File: config.mk
export PLATFORM = sky130hd
export DESIGN_NAME = mac_fmap_feeder
export DESIGN_NICKNAME = d
export VERILOG_FILES = /design/src/rtl/mac_fmap_feeder.sv
export SDC_FILE = /design/constraint.sdc
export NUM_CORES = 1
export LEC_CHECK = 0
export BUFFER_PORTS_ARGS = -buffer_cell sky130_fd_sc_hd__buf_4
export CORE_AREA = 2 2 97 99
export CTS_CLUSTER_DIAMETER = 120
export DETAILED_ROUTE_END_ITERATION = 16
export DIE_AREA = 0 0 99 101
export HOLD_SLACK_MARGIN = 0.1
export PLACE_DENSITY = 0.89
export SLEW_MARGIN = 20
export SYNTH_ARGS = -nofsm -noshare
export SYNTH_HDL_FRONTEND = slang
export SYNTH_SLANG_ARGS = --single-unit
File: constraint.sdc
create_clock -name clk -period 5.8 [get_ports clk]
set_input_delay 0.87 -clock clk [delete_from_list [all_inputs] [get_ports clk]]
set_output_delay 0.87 -clock clk [all_outputs]
set_load 0.005 [all_outputs]
File: src/rtl/mac_fmap_feeder.sv
// mac_fmap_feeder: replays each pixel's fmap words once per output-channel group into the MAC array
module mac_fmap_feeder #(
  parameter int LANES   = 10,
  parameter int BEATS   = 4,
  parameter int REPEATS = 5,
  parameter int PIXELS  = 1024,
  parameter int ADDR_W  = 12
) (
  input  logic                 clk,
  input  logic                 rst,
  input  logic                 start,
  input  logic                 stall,
  output logic                 busy,
  output logic                 done,
  output logic                 fmap_rd_en,
  output logic [ADDR_W-1:0]    fmap_rd_addr,
  input  logic [LANES*8-1:0]   fmap_rd_data,
  output logic [LANES*8-1:0]   MAC_data_in,
  output logic                 MAC_data_in_valid,
  output logic                 adder_rst,
  output logic [2:0]           param_sel,
  output logic [1:0]           param_beat,
  output logic                 group_last
);
  localparam int PW = PIXELS > 1 ? $clog2(PIXELS) : 1;
  typedef enum logic [1:0] {IDLE, RUN, DRAIN, DONE} state_t;
  state_t state_q, state_d;
  logic [PW-1:0] pix_q, pix_d;
  logic [2:0] rep_q, rep_d;
  logic [1:0] beat_q, beat_d;
  logic drain_q, drain_d;
  logic issue, beat_wrap, rep_wrap, pix_wrap;
  logic v1_q, v1_d, rst1_q, rst1_d, last1_q, last1_d;
  logic [2:0] sel1_q, sel1_d;
  logic [1:0] beat1_q, beat1_d;
  logic valid_q, valid_d, adder_rst_q, adder_rst_d, group_last_q, group_last_d;
  logic [2:0] param_sel_q, param_sel_d;
  logic [1:0] param_beat_q, param_beat_d;
  logic [LANES*8-1:0] data_q, data_d;
  assign issue      = state_q == RUN && !stall;
  assign beat_wrap  = beat_q == 2'(BEATS - 1);
  assign rep_wrap   = rep_q == 3'(REPEATS - 1);
  assign pix_wrap   = pix_q == PW'(PIXELS - 1);
  assign busy       = state_q == RUN || state_q == DRAIN;
  assign done       = state_q == DONE;
  assign fmap_rd_en = issue;
  assign fmap_rd_addr = ADDR_W'(pix_q) * ADDR_W'(BEATS) + ADDR_W'(beat_q);
  assign MAC_data_in       = data_q;
  assign MAC_data_in_valid = valid_q;
  assign adder_rst         = adder_rst_q;
  assign param_sel         = param_sel_q;
  assign param_beat        = param_beat_q;
  assign group_last        = group_last_q;
  // Next state and beat/repeat/pixel counters; all counters wrap to 0 on the final issue
  always_comb begin
    state_d = state_q;
    pix_d   = pix_q;
    rep_d   = rep_q;
    beat_d  = beat_q;
    drain_d = drain_q;
    case (state_q)
      IDLE: if (start) begin
        state_d = RUN;
        pix_d   = '0;
        rep_d   = '0;
        beat_d  = '0;
      end
      RUN: if (issue) begin
        beat_d = beat_wrap ? 2'd0 : beat_q + 2'd1;
        rep_d  = beat_wrap ? (rep_wrap ? 3'd0 : rep_q + 3'd1) : rep_q;
        pix_d  = beat_wrap && rep_wrap ? (pix_wrap ? '0 : pix_q + 1'b1) : pix_q;
        state_d = beat_wrap && rep_wrap && pix_wrap ? DRAIN : RUN;
        drain_d = 1'b0;
      end
      DRAIN: begin
        drain_d = ~drain_q;
        state_d = drain_q ? DONE : DRAIN;
      end
      default: state_d = IDLE;
    endcase
  end
  // Two-stage sideband pipeline so beat tags line up with the registered RAM word
  always_comb begin
    v1_d         = issue;
    rst1_d       = issue && beat_q == 2'd0;
    last1_d      = issue && beat_wrap;
    sel1_d       = issue ? rep_q : 3'd0;
    beat1_d      = issue ? beat_q : 2'd0;
    valid_d      = v1_q;
    adder_rst_d  = rst1_q;
    group_last_d = last1_q;
    param_sel_d  = sel1_q;
    param_beat_d = beat1_q;
    data_d       = v1_q ? fmap_rd_data : data_q;
  end
  // State, counters and pipeline registers
  always_ff @(posedge clk or posedge rst) begin
    if (rst) begin
      state_q      <= IDLE;
      pix_q        <= '0;
      rep_q        <= '0;
      beat_q       <= '0;
      drain_q      <= 1'b0;
      v1_q         <= 1'b0;
      rst1_q       <= 1'b0;
      last1_q      <= 1'b0;
      sel1_q       <= '0;
      beat1_q      <= '0;
      valid_q      <= 1'b0;
      adder_rst_q  <= 1'b0;
      group_last_q <= 1'b0;
      param_sel_q  <= '0;
      param_beat_q <= '0;
      data_q       <= '0;
    end else begin
      state_q      <= state_d;
      pix_q        <= pix_d;
      rep_q        <= rep_d;
      beat_q       <= beat_d;
      drain_q      <= drain_d;
      v1_q         <= v1_d;
      rst1_q       <= rst1_d;
      last1_q      <= last1_d;
      sel1_q       <= sel1_d;
      beat1_q      <= beat1_d;
      valid_q      <= valid_d;
      adder_rst_q  <= adder_rst_d;
      group_last_q <= group_last_d;
      param_sel_q  <= param_sel_d;
      param_beat_q <= param_beat_d;
      data_q       <= data_d;
    end
  end
endmodule
==> results.yml, run 1 <==
worst_hold_path:
  hold_class: "reg -> reg"
  hold_start: "adder_rst_d$_DFF_PP0_"
  holdPathEnd: "adder_rst$_DFF_PP0_"
  hold_depth: 0
sta:
  fin_crit_sh_pct: 53.3
  finalHoldViolCount: 0
  skew_ns: 0.00455
  layout_setup_ws_ns: 2.71
  rsz0062_at_grt: "no"
  post-route-min-period_ns: 3.09
  timing.fmax_ghz: 0.323
  maxSlewHeadroom_pct: 30.2
  tightest_slew_ns: 1.05
  setup_viol: 0
  maxSlewViolCount: 0
  finalSetupTns_ns: 0
cts:
  clock_sinks: 114
  hold_buffers: 0
  tritoncts: "built"
  cts_made_buffers: 17
  clk-insertion-delay-late_ns: 0.50
  cts_max_level: 4
  postCtsSetupBuffers: 0
  root_buffer: "clkbuf_8"
  cts_resized: 0
  clkTransAtPathRegs_ns: 0.06
  clock_path_buffers: 2
power_and_ir_drop:
  power_frac_comb_pct: 14.4
  clockPowerShare_pct: 45.7
  power_frac_seq_pct: 39.9
  cellInternalPower_mw: 1.87
  ir_worst_vdd_mv: 0.232
  power.density_nw_per_um2: 367
  swShare_pct: 23.6
  switching_power_mw: 0.579
  leakage_nw: 3.22
synth:
  synth.area.top_cells: "dfrtp_1 63%, mux2_2 20%, ha_1 2.8%"
  synth-main-ff-cell: "dfrtp_1"
  yosysTopAreaCellShare_pct: 62.8
  postSynthAreaPerCell_um2: 14.5
  synth_nets: 407
  synth_edf_count: 0
  synth.distinct_cells: 39
  synth_seq_cells: 114
  yosysSeqAreaShare_pct: 62.8
  syn_area_um2: 4540
  synth-warning-count: 0
  synth_top_cell_by_area: "dfrtp_1"
  synthCells: 313
  async_flop_share_pct: 100
routing:
  drt_wl_total_um: 10900
  vias: 3305
  detail_route.wl_per_cell_um: 17.2
  drtIter0Drc: 86
  routed_via_density: 5.23
  first_pass_iters: 4
  postRouteAntennaNets: 0
  drcViolationCount: 0
worst_setup_path:
  crit_start: "state_q[1]$_DFFE_PP0P_"
  r2r_slack_ns: 3.62
  arrival_ns: 2.22
  cp-end-kind: "output port"
  r2r_end: "pix_q[8]$_DFFE_PP0P_"
  critical_path_class: "reg -> out"
  cp-start-kind: "register"
  r2r_cells: 6
  required_ns: 4.93
  reg2reg_from: "state_q[1]$_DFFE_PP0P_"
  path_max_fanout: 17
floorplanning:
  dieArea_um2: 10000
  start_util_pct: 50.6
  dieWidth_um: 99
  rows: 35
  coreArea_um2: 8980
  io_pins: 187
  die_h_um: 101
layout:
  syn2layout_area_growth_pct: 47.1
  drive_above_1_share_pct: 58.7
  antenna_cells: 0
  stdcell_count: 632
  multiInputGateArea_um2: 1600
  finish.utilization_pct: 74.4
  ff_latch_area_um2: 2860
  n_fill_cell: 578
  nets: 602
place:
  place_ws_ns: 3.22
  hpwlAfterDp_um: 7650
  place_inst: 600
  gp_congestion: 0.843
  io_buffer_count: 186
global_routing:
  grt_pass1_wl_um: 17100
  grt_max_degree: 82
  grt_pass1_vias: 3323
  antenna_found_initial: 0
  globalRouteOverflowTotal: 0
  grt_use_total_pct: 22.3
status:
  status: "finished, final reports clean"
run:
  maxCapViolations: 0
-- final cells by class --
cell class	count	area share, %
clock buffer	18	6.26
inverter	8	0.487
timing repair buffer	187	21.0
tap	111	2.08
clock inverter	14	3.39
sequential	114	42.8
multi-input combinational	180	24.0
-- per-layer routing --
layer	GRT usage, %	routed length (um)	up-vias
li1	-	-	1512
met1	28.1	4300	1597
met2	37.3	5550	173
met3	5.62	790	23
met4	8.64	244	0
met5	0	0	-
-- power groups by stage --
stage                     clock network (mW)  logic (mW)  registers (mW)
after floorplan                            0       0.151           0.974
after global placement                     0       0.342           0.981
after detailed placement                   0       0.356           0.992
final                                   1.12       0.352           0.978
after global routing                    1.19       0.389           0.993
after CTS                               1.14       0.359           0.979
-- critical path, stage by stage (launching register included) --
cell and delay, ns:
dfrtp_1 0.41, inv_1 0.13, ha_1 0.52, nor2b_1 0.47, buf_4 0.19
-- cell usage after synthesis (3+ instances only) --
library cell	number
a21oi_1	3
a22o_1	4
and2_1	8
buf_2	8
dfrtp_1	114
ha_1	10
inv_1	8
mux2_2	82
nand2_1	13
nand3_1	6
nand4_1	3
nor2_1	7
nor2b_1	4
o21ai_0	10
-- placed cells by master (no fill, tap or decap), types with 3 or more instances in the layout --
cell type / n
clkbuf_16: 16
nand4_1: 3
bufinv_16: 5
nand2_1: 13
buf_4: 187
a22o_1: 4
nand3_1: 6
ha_1: 10
nor2b_1: 4
mux2_2: 82
inv_1: 7
a21oi_1: 3
o21ai_0: 10
clkinv_4: 4
nor2_1: 7
and2_1: 8
inv_6: 3
dfrtp_1: 113
-- through the flow --
stage | area [um^2] | total power, mW | hold WS, ns
4_1_cts | 6680 | 2.48 | 0.350
2_1_floorplan | 4540 | 1.12 | 0.331
5_1_grt | 6680 | 2.57 | 0.359
6_report | 6680 | 2.45 | 0.350
3_5_place_dp | 6030 | 1.35 | 0.336
3_3_place_gp | 6030 | 1.32 | 0.331
-- state kept, by name, indices dropped and copies added, names as in the netlist, 2 cells and up --
register and flops:
beat1_q 2, param_beat 2, beat_q 2, MAC_data_in 80
pix_q 10, state_q 2, param_sel 3, param_sel_d 3
rep_q 3
-- how the worst max path moves through the flow --
stage	slack [ns]	cells past startpoint	endpoint
after floorplan	1.91	1	MAC_data_in[0]$_DFFE_PP0P_
after global placement	3.34	4	fmap_rd_en
after detailed placement	3.22	4	fmap_rd_en
after CTS	2.68	4	fmap_rd_en
after global routing	2.47	4	fmap_rd_en
final	2.71	4	fmap_rd_en
-- kinds of logic after synthesis --
kind of cell,after synthesis,synth area share (%)
DFF,114,62.8
AOI/OAI and AO/OA,34,5.43
buffers and inverters,19,1.87
xor gates and xnor gates,2,0.386
and+or+nand+nor,52,6.39
adders and majority gates,10,2.76
muxes,82,20.3
(Power assumes the default switching activity.)
==> run 2: changes to the inputs <==
--- a/config.mk
+++ b/config.mk
@@ -6,12 +6,12 @@
 export NUM_CORES = 1
 export LEC_CHECK = 0
 export BUFFER_PORTS_ARGS = -buffer_cell sky130_fd_sc_hd__buf_4
-export CORE_AREA = 2 2 97 99
+export CORE_AREA = 2 2 101 103
 export CTS_CLUSTER_DIAMETER = 120
 export DETAILED_ROUTE_END_ITERATION = 16
-export DIE_AREA = 0 0 99 101
+export DIE_AREA = 0 0 103 105
 export HOLD_SLACK_MARGIN = 0.1
-export PLACE_DENSITY = 0.89
+export PLACE_DENSITY = 0.83
 export SLEW_MARGIN = 20
 export SYNTH_ARGS = -nofsm -noshare
 export SYNTH_HDL_FRONTEND = slang
==> constraint.sdc (replaced) <==
create_clock -name clk -period 3.2 [get_ports clk]
set_input_delay 0.48 -clock clk [delete_from_list [all_inputs] [get_ports clk]]
set_output_delay 0.48 -clock clk [all_outputs]
set_load 0.005 [all_outputs]
==> run 2 against run 1 <==
  * Core utilization fell by 5.0 points
  * Sequential share of layout area down 0.080 points
  * Combinational power up 82%
  * Clock power increased by 69%
  * Critical path depth is the same
  * Total power increased by 76%
  * Non-clock buffer count increased by 3
  * Sequential power up 82%
  * First-iteration DRC count grew 70%
  * Clock skew up 0.0073 ns
  * Highest routed layer unchanged
==> results.yml, run 2 (same netlist as run 1, synthesis figures left out) <==
status:
  status: "finished, final reports clean"
worst_setup_path:
  cp-end-kind: "output port"
  r2r_end: "pix_q[8]$_DFFE_PP0P_"
  r2r_cells: 6
  reg2reg_from: "state_q[1]$_DFFE_PP0P_"
  critical_path_class: "reg -> out"
  required_ns: 2.72
  arrival_ns: 2.29
  path_max_fanout: 17
  cp-start-kind: "register"
  r2r_slack_ns: 0.99
worst_hold_path:
  hold_depth: 2
  hold_class: "in -> reg"
  hold_start: "fmap_rd_data[68]"
  holdPathEnd: "MAC_data_in[68]$_DFFE_PP0P_"
floorplanning:
  io_pins: 187
  die_h_um: 105
  rows: 36
  dieWidth_um: 103
  coreArea_um2: 9640
  start_util_pct: 47.1
  dieArea_um2: 10800
routing:
  drt_wl_total_um: 10900
  first_pass_iters: 4
  detail_route.wl_per_cell_um: 16.6
  drtIter0Drc: 146
  routed_via_density: 5.00
  vias: 3288
  drcViolationCount: 0
  postRouteAntennaNets: 0
layout:
  layout_commonest_cell: "buf_4"
  largest_reg_flops: 80
  stdcell_area_um2: 6690
  drive_above_1_share_pct: 58.8
  antenna_cells: 0
  finish.utilization_pct: 69.4
  nets: 605
  syn2layout_area_growth_pct: 47.4
  layout_common_cells: "189 x buf_4, 113 x dfrtp_1, 82 x mux2_2"
sta:
  maxSlewHeadroom_pct: 28.7
  fin_crit_sh_pct: 86.4
  setup_viol: 0
  skew_ns: 0.0118
  post-route-min-period_ns: 2.77
  finalHoldViolCount: 0
  timing.fmax_ghz: 0.362
  rsz0062_at_grt: "no"
  tightest_slew_ns: 1.07
  layout_setup_ws_ns: 0.434
  finalSetupTns_ns: 0
  maxSlewViolCount: 0
cts:
  cts_made_buffers: 17
  clk-insertion-delay-late_ns: 0.51
  cts_resized: 0
  cts_max_level: 4
  clock_sinks: 114
  root_buffer: "clkbuf_8"
  tritoncts: "built"
  clock_path_buffers: 2
  clkTransAtPathRegs_ns: 0.06
run:
  maxCapViolations: 0
global_routing:
  grt_max_degree: 82
  grt_pass1_wl_um: 16900
  globalRouteOverflowTotal: 0
  grt_pass1_vias: 3344
  grt_use_total_pct: 20.5
  antenna_found_initial: 0
place:
  gp_congestion: 0.774
  hpwlAfterDp_um: 7860
  place_area_um2: 6080
  io_buffer_count: 186
  place_ws_ns: 0.976
power_and_ir_drop:
  power.density_nw_per_um2: 643
  power.total_mw: 4.30
  leakage_nw: 3.22
  ir_worst_vdd_mv: 0.374
-- run 2: changes by cell type in the layout (fill, tap and decap cells not counted), sizes merged --
cell,change
inv,-4
bufinv,-2
buf,+2
dlygate4sd3,+1
clkinvlp,+1
clkinv,+1
clkbuf,+4
-- run 2: what timing repair did --
item | 4_1_cts | 5_1_grt
hold buffers | 1 | 0
endpoints found under the setup margin | 0 | 0
endpoints found under the hold margin | 24 | 0
buffers inserted | 0 | 0
-- run 2: metal layers --
metal  share of wire [%]  global-route usage [%]  wire, um
met5                   0                       0         0
met4                 2.4                    9.68       266
met3                 7.7                    5.69       841
met2                  50                    33.1      5470
met1                  40                    25.1      4320
-- run 2: where the power goes --
| group | switching [mW] | internal, mW |
|---|---|---|
| clock | 0.626 | 1.26 |
| combinational | 0.232 | 0.409 |
| sequential | 0.145 | 1.63 |
-- run 2: worst max-delay path, cell delays in order (launching register included) --
cell	delay (ns)
dfrtp_1	0.42
inv_1	0.14
ha_1	0.52
nor2b_1	0.49
buf_4	0.20
-- run 2: stage by stage --
| step | cells | hold WS [ns] |
|---|---|---|
| floorplan | 313 | 0.331 |
| global placement | 624 | 0.334 |
| detailed placement | 624 | 0.335 |
| CTS | 657 | 0.178 |
| global route | 657 | 0.182 |
| finish | 657 | 0.196 |
-- run 2: layout make-up --
class                           count  area [um^2]
Clock buffer                       22          473
Clock inverter                     10          130
Fill cell                         670         2950
Inverter                            8         33.8
Multi-Input combinational cell    180         1600
Sequential cell                   114         2860
Tap cell                          133          166
Timing Repair Buffer              190         1430
-- run 2: worst max-delay path by stage --
stage                                      start  cells past startpoint                         end  slack [ns]
final                     state_q[1]$_DFFE_PP0P_                      4                  fmap_rd_en        0.43
after detailed placement  state_q[1]$_DFFE_PP0P_                      4                  fmap_rd_en        0.98
after global routing      state_q[1]$_DFFE_PP0P_                      4                  fmap_rd_en        0.23
after CTS                 state_q[1]$_DFFE_PP0P_                      4                  fmap_rd_en        0.41
after global placement    state_q[1]$_DFFE_PP0P_                      4                  fmap_rd_en        1.08
after floorplan                              rst                      1  MAC_data_in[0]$_DFFE_PP0P_        1.33
==> run 3: changes to the inputs <==
--- a/config.mk
+++ b/config.mk
@@ -5,11 +5,14 @@
 export SDC_FILE = /design/constraint.sdc
 export NUM_CORES = 1
 export LEC_CHECK = 0
+export ABC_AREA = 1
 export BUFFER_PORTS_ARGS = -buffer_cell sky130_fd_sc_hd__buf_4
-export CORE_AREA = 2 2 101 103
+export CELL_PAD_IN_SITES_DETAIL_PLACEMENT = 0
+export CELL_PAD_IN_SITES_GLOBAL_PLACEMENT = 2
+export CORE_AREA = 2 2 127 129
 export CTS_CLUSTER_DIAMETER = 120
 export DETAILED_ROUTE_END_ITERATION = 16
-export DIE_AREA = 0 0 103 105
+export DIE_AREA = 0 0 129 131
 export HOLD_SLACK_MARGIN = 0.1
 export PLACE_DENSITY = 0.83
 export SLEW_MARGIN = 20
==> run 3 against run 2 <==
  * Worst setup slack improved by 0.30 ns
  * Register-to-register slack improved by 0.20 ns
  * Global-route usage fell by 7.2 points
  * Critical endpoint unchanged
  * Largest cell class unchanged
==> results.yml, run 3 <==
run:
  maxCapViolations: 0
routing:
  drcViolationCount: 0
  routed_via_density: 4.17
  drtIter0Drc: 93
  vias: 3243
  detail_route.wl_per_cell_um: 14.4
  first_pass_iters: 4
  drt_wl_total_um: 11200
  postRouteAntennaNets: 0
floorplanning:
  die_h_um: 131
  start_util_pct: 29.4
  rows: 46
  dieArea_um2: 16900
  dieWidth_um: 129
  coreArea_um2: 15600
  io_pins: 187
worst_hold_path:
  hold_start: "fmap_rd_data[22]"
  holdPathEnd: "MAC_data_in[22]$_DFFE_PP0P_"
  hold_depth: 2
  hold_class: "in -> reg"
sta:
  skew_ns: 0.00854
  post-route-min-period_ns: 2.47
  finalHoldViolCount: 0
  finalSetupTns_ns: 0
  layout_setup_ws_ns: 0.732
  tightest_slew_ns: 1.07
  fin_crit_sh_pct: 77.1
  rsz0062_at_grt: "no"
  setup_viol: 0
  timing.fmax_ghz: 0.405
  maxSlewViolCount: 0
  maxSlewHeadroom_pct: 28.8
layout:
  layout_commonest_cell: "buf_4"
  antenna_cells: 0
  syn2layout_area_growth_pct: 49.7
  layout_common_cells: "187 x buf_4, 113 x dfrtp_1, 80 x mux2_2"
  stdcell_count: 777
  nets: 642
  drive_above_1_share_pct: 56.0
  largest_reg_flops: 80
  finish.utilization_pct: 44.0
global_routing:
  globalRouteOverflowTotal: 0
  grt_max_degree: 82
  grt_pass1_vias: 3307
  antenna_found_initial: 0
  grt_pass1_wl_um: 17100
  grt_use_total_pct: 13.3
synth:
  postSynthAreaPerCell_um2: 13.1
  synth-warning-count: 0
  synth_top_cell_by_area: "dfrtp_1"
  syn_area_um2: 4580
  yosysSeqAreaShare_pct: 62.3
  synthCells: 350
  synth_edf_count: 0
  synth_seq_cells: 114
  synth_commonest_cells: "114 x dfrtp_1, 80 x mux2_2, 37 x nand2_1, 32 x inv_1, 17 x nor2_1"
  synth.most_common_cell: "dfrtp_1"
  synth_nets: 444
  async_flop_share_pct: 100
  synth-main-ff-cell: "dfrtp_1"
  yosysTopAreaCellShare_pct: 62.3
  synth.distinct_cells: 25
  synth.area.top_cells: "dfrtp_1 62%, mux2_2 20%, nand2_1 3.0%"
worst_setup_path:
  required_ns: 2.72
  r2r_slack_ns: 1.19
  reg2reg_from: "state_q[1]$_DFFE_PP0P_"
  cp-end-kind: "output port"
  arrival_ns: 1.99
  r2r_cells: 9
  path_max_fanout: 11
  critical_path_class: "reg -> out"
  cp-start-kind: "register"
  r2r_end: "pix_q[3]$_DFFE_PP0P_"
status:
  status: "finished, final reports clean"
cts:
  clock_path_buffers: 2
  tritoncts: "built"
  clock_sinks: 114
  clk-insertion-delay-late_ns: 0.40
  cts_made_buffers: 17
  postCtsSetupBuffers: 0
  clkTransAtPathRegs_ns: 0.06
  root_buffer: "clkbuf_16"
  cts_max_level: 4
place:
  io_buffer_count: 186
  hpwlAfterDp_um: 8360
  gp_congestion: 0.744
  place_inst: 743
  place_ws_ns: 1.12
power_and_ir_drop:
  ir_worst_vdd_mv: 0.327
  power.density_nw_per_um2: 924
  leakage_nw: 3.32
run 3: cell types whose count changed after synthesis, sizes merged, moves of 3 or more:
cell | previous run | this run
nand2 | 13 | 40
inv | 8 | 33
nor2 | 7 | 19
nand3 | 7 | 17
and2 | 8 | 1
a22o | 4 | 0
nor2b | 4 | 0
o211ai | 3 | 0
o21ai | 10 | 13
o31ai | 3 | 0
run 3: logic make-up after synthesis:
logic type	synth area share, %
adder cells (fa/ha/maj)	2.73
buffers and inverters	4.15
XOR/XNOR	0.191
AND/OR/NAND/NOR	8.72
AO/OA/AOI/OAI	2.21
flip-flops	62.3
multiplexers	19.7
run 3: layout make-up:
type                       count  area (um^2)
inverter                      33          128
timing repair buffer         190         1450
fill                        1475         8740
multi-input combinational    192         1540
clock buffer                  20          457
clock inverter                12          155
sequential                   114         2860
tap                          216          270
run 3: worst max-delay path by stage:
stage,cells past startpoint,to,start
after detailed placement,5,fmap_rd_en,state_q[1]$_DFFE_PP0P_
after global placement,5,fmap_rd_en,state_q[1]$_DFFE_PP0P_
after floorplan,1,MAC_data_in[0]$_DFFE_PP0P_,rst
after CTS,5,fmap_rd_en,state_q[1]$_DFFE_PP0P_
final,5,fmap_rd_en,state_q[1]$_DFFE_PP0P_
after global routing,5,fmap_rd_en,state_q[1]$_DFFE_PP0P_
run 3: metal layers:
layer	global-route usage (%)	vias up	share of wire (%)	routed length, um
li1	-	1564	-	-
met2	22.1	125	50	5580
met4	5.82	0	2.0	218
met1	15.7	1535	41	4590
met5	0	-	0	0
met3	4.40	19	7.0	784
run 3: per-stage QoR:
step,hold slack (ns),total power [mW],area (um^2)
3_5_place_dp,0.335,4.49,6210
5_1_grt,0.286,6.75,6860
3_3_place_gp,0.334,4.43,6210
6_report,0.304,6.33,6860
2_1_floorplan,0.331,3.31,4580
4_1_cts,0.284,6.44,6830
run 3: repair_timing:
item | 4_1_cts | 5_1_grt
setup endpoints to repair | 0 | 0
hold buffers | 0 | 1
endpoints found under the hold margin | 0 | 14
gates resized for setup | 0 | 0
run 3: power breakdown:
part           internal, mW  switching (mW)
Sequential             2.01           0.427
Clock                  1.27           0.655
Combinational          1.24           0.738
Total                  4.51            1.82
run 3: worst max-delay path: stages, from the launching register on:
cell and delay, ns:
dfrtp_1 0.42, inv_1 0.11, ha_1 0.43, inv_1 0.14, nor2_1 0.29, buf_4 0.18
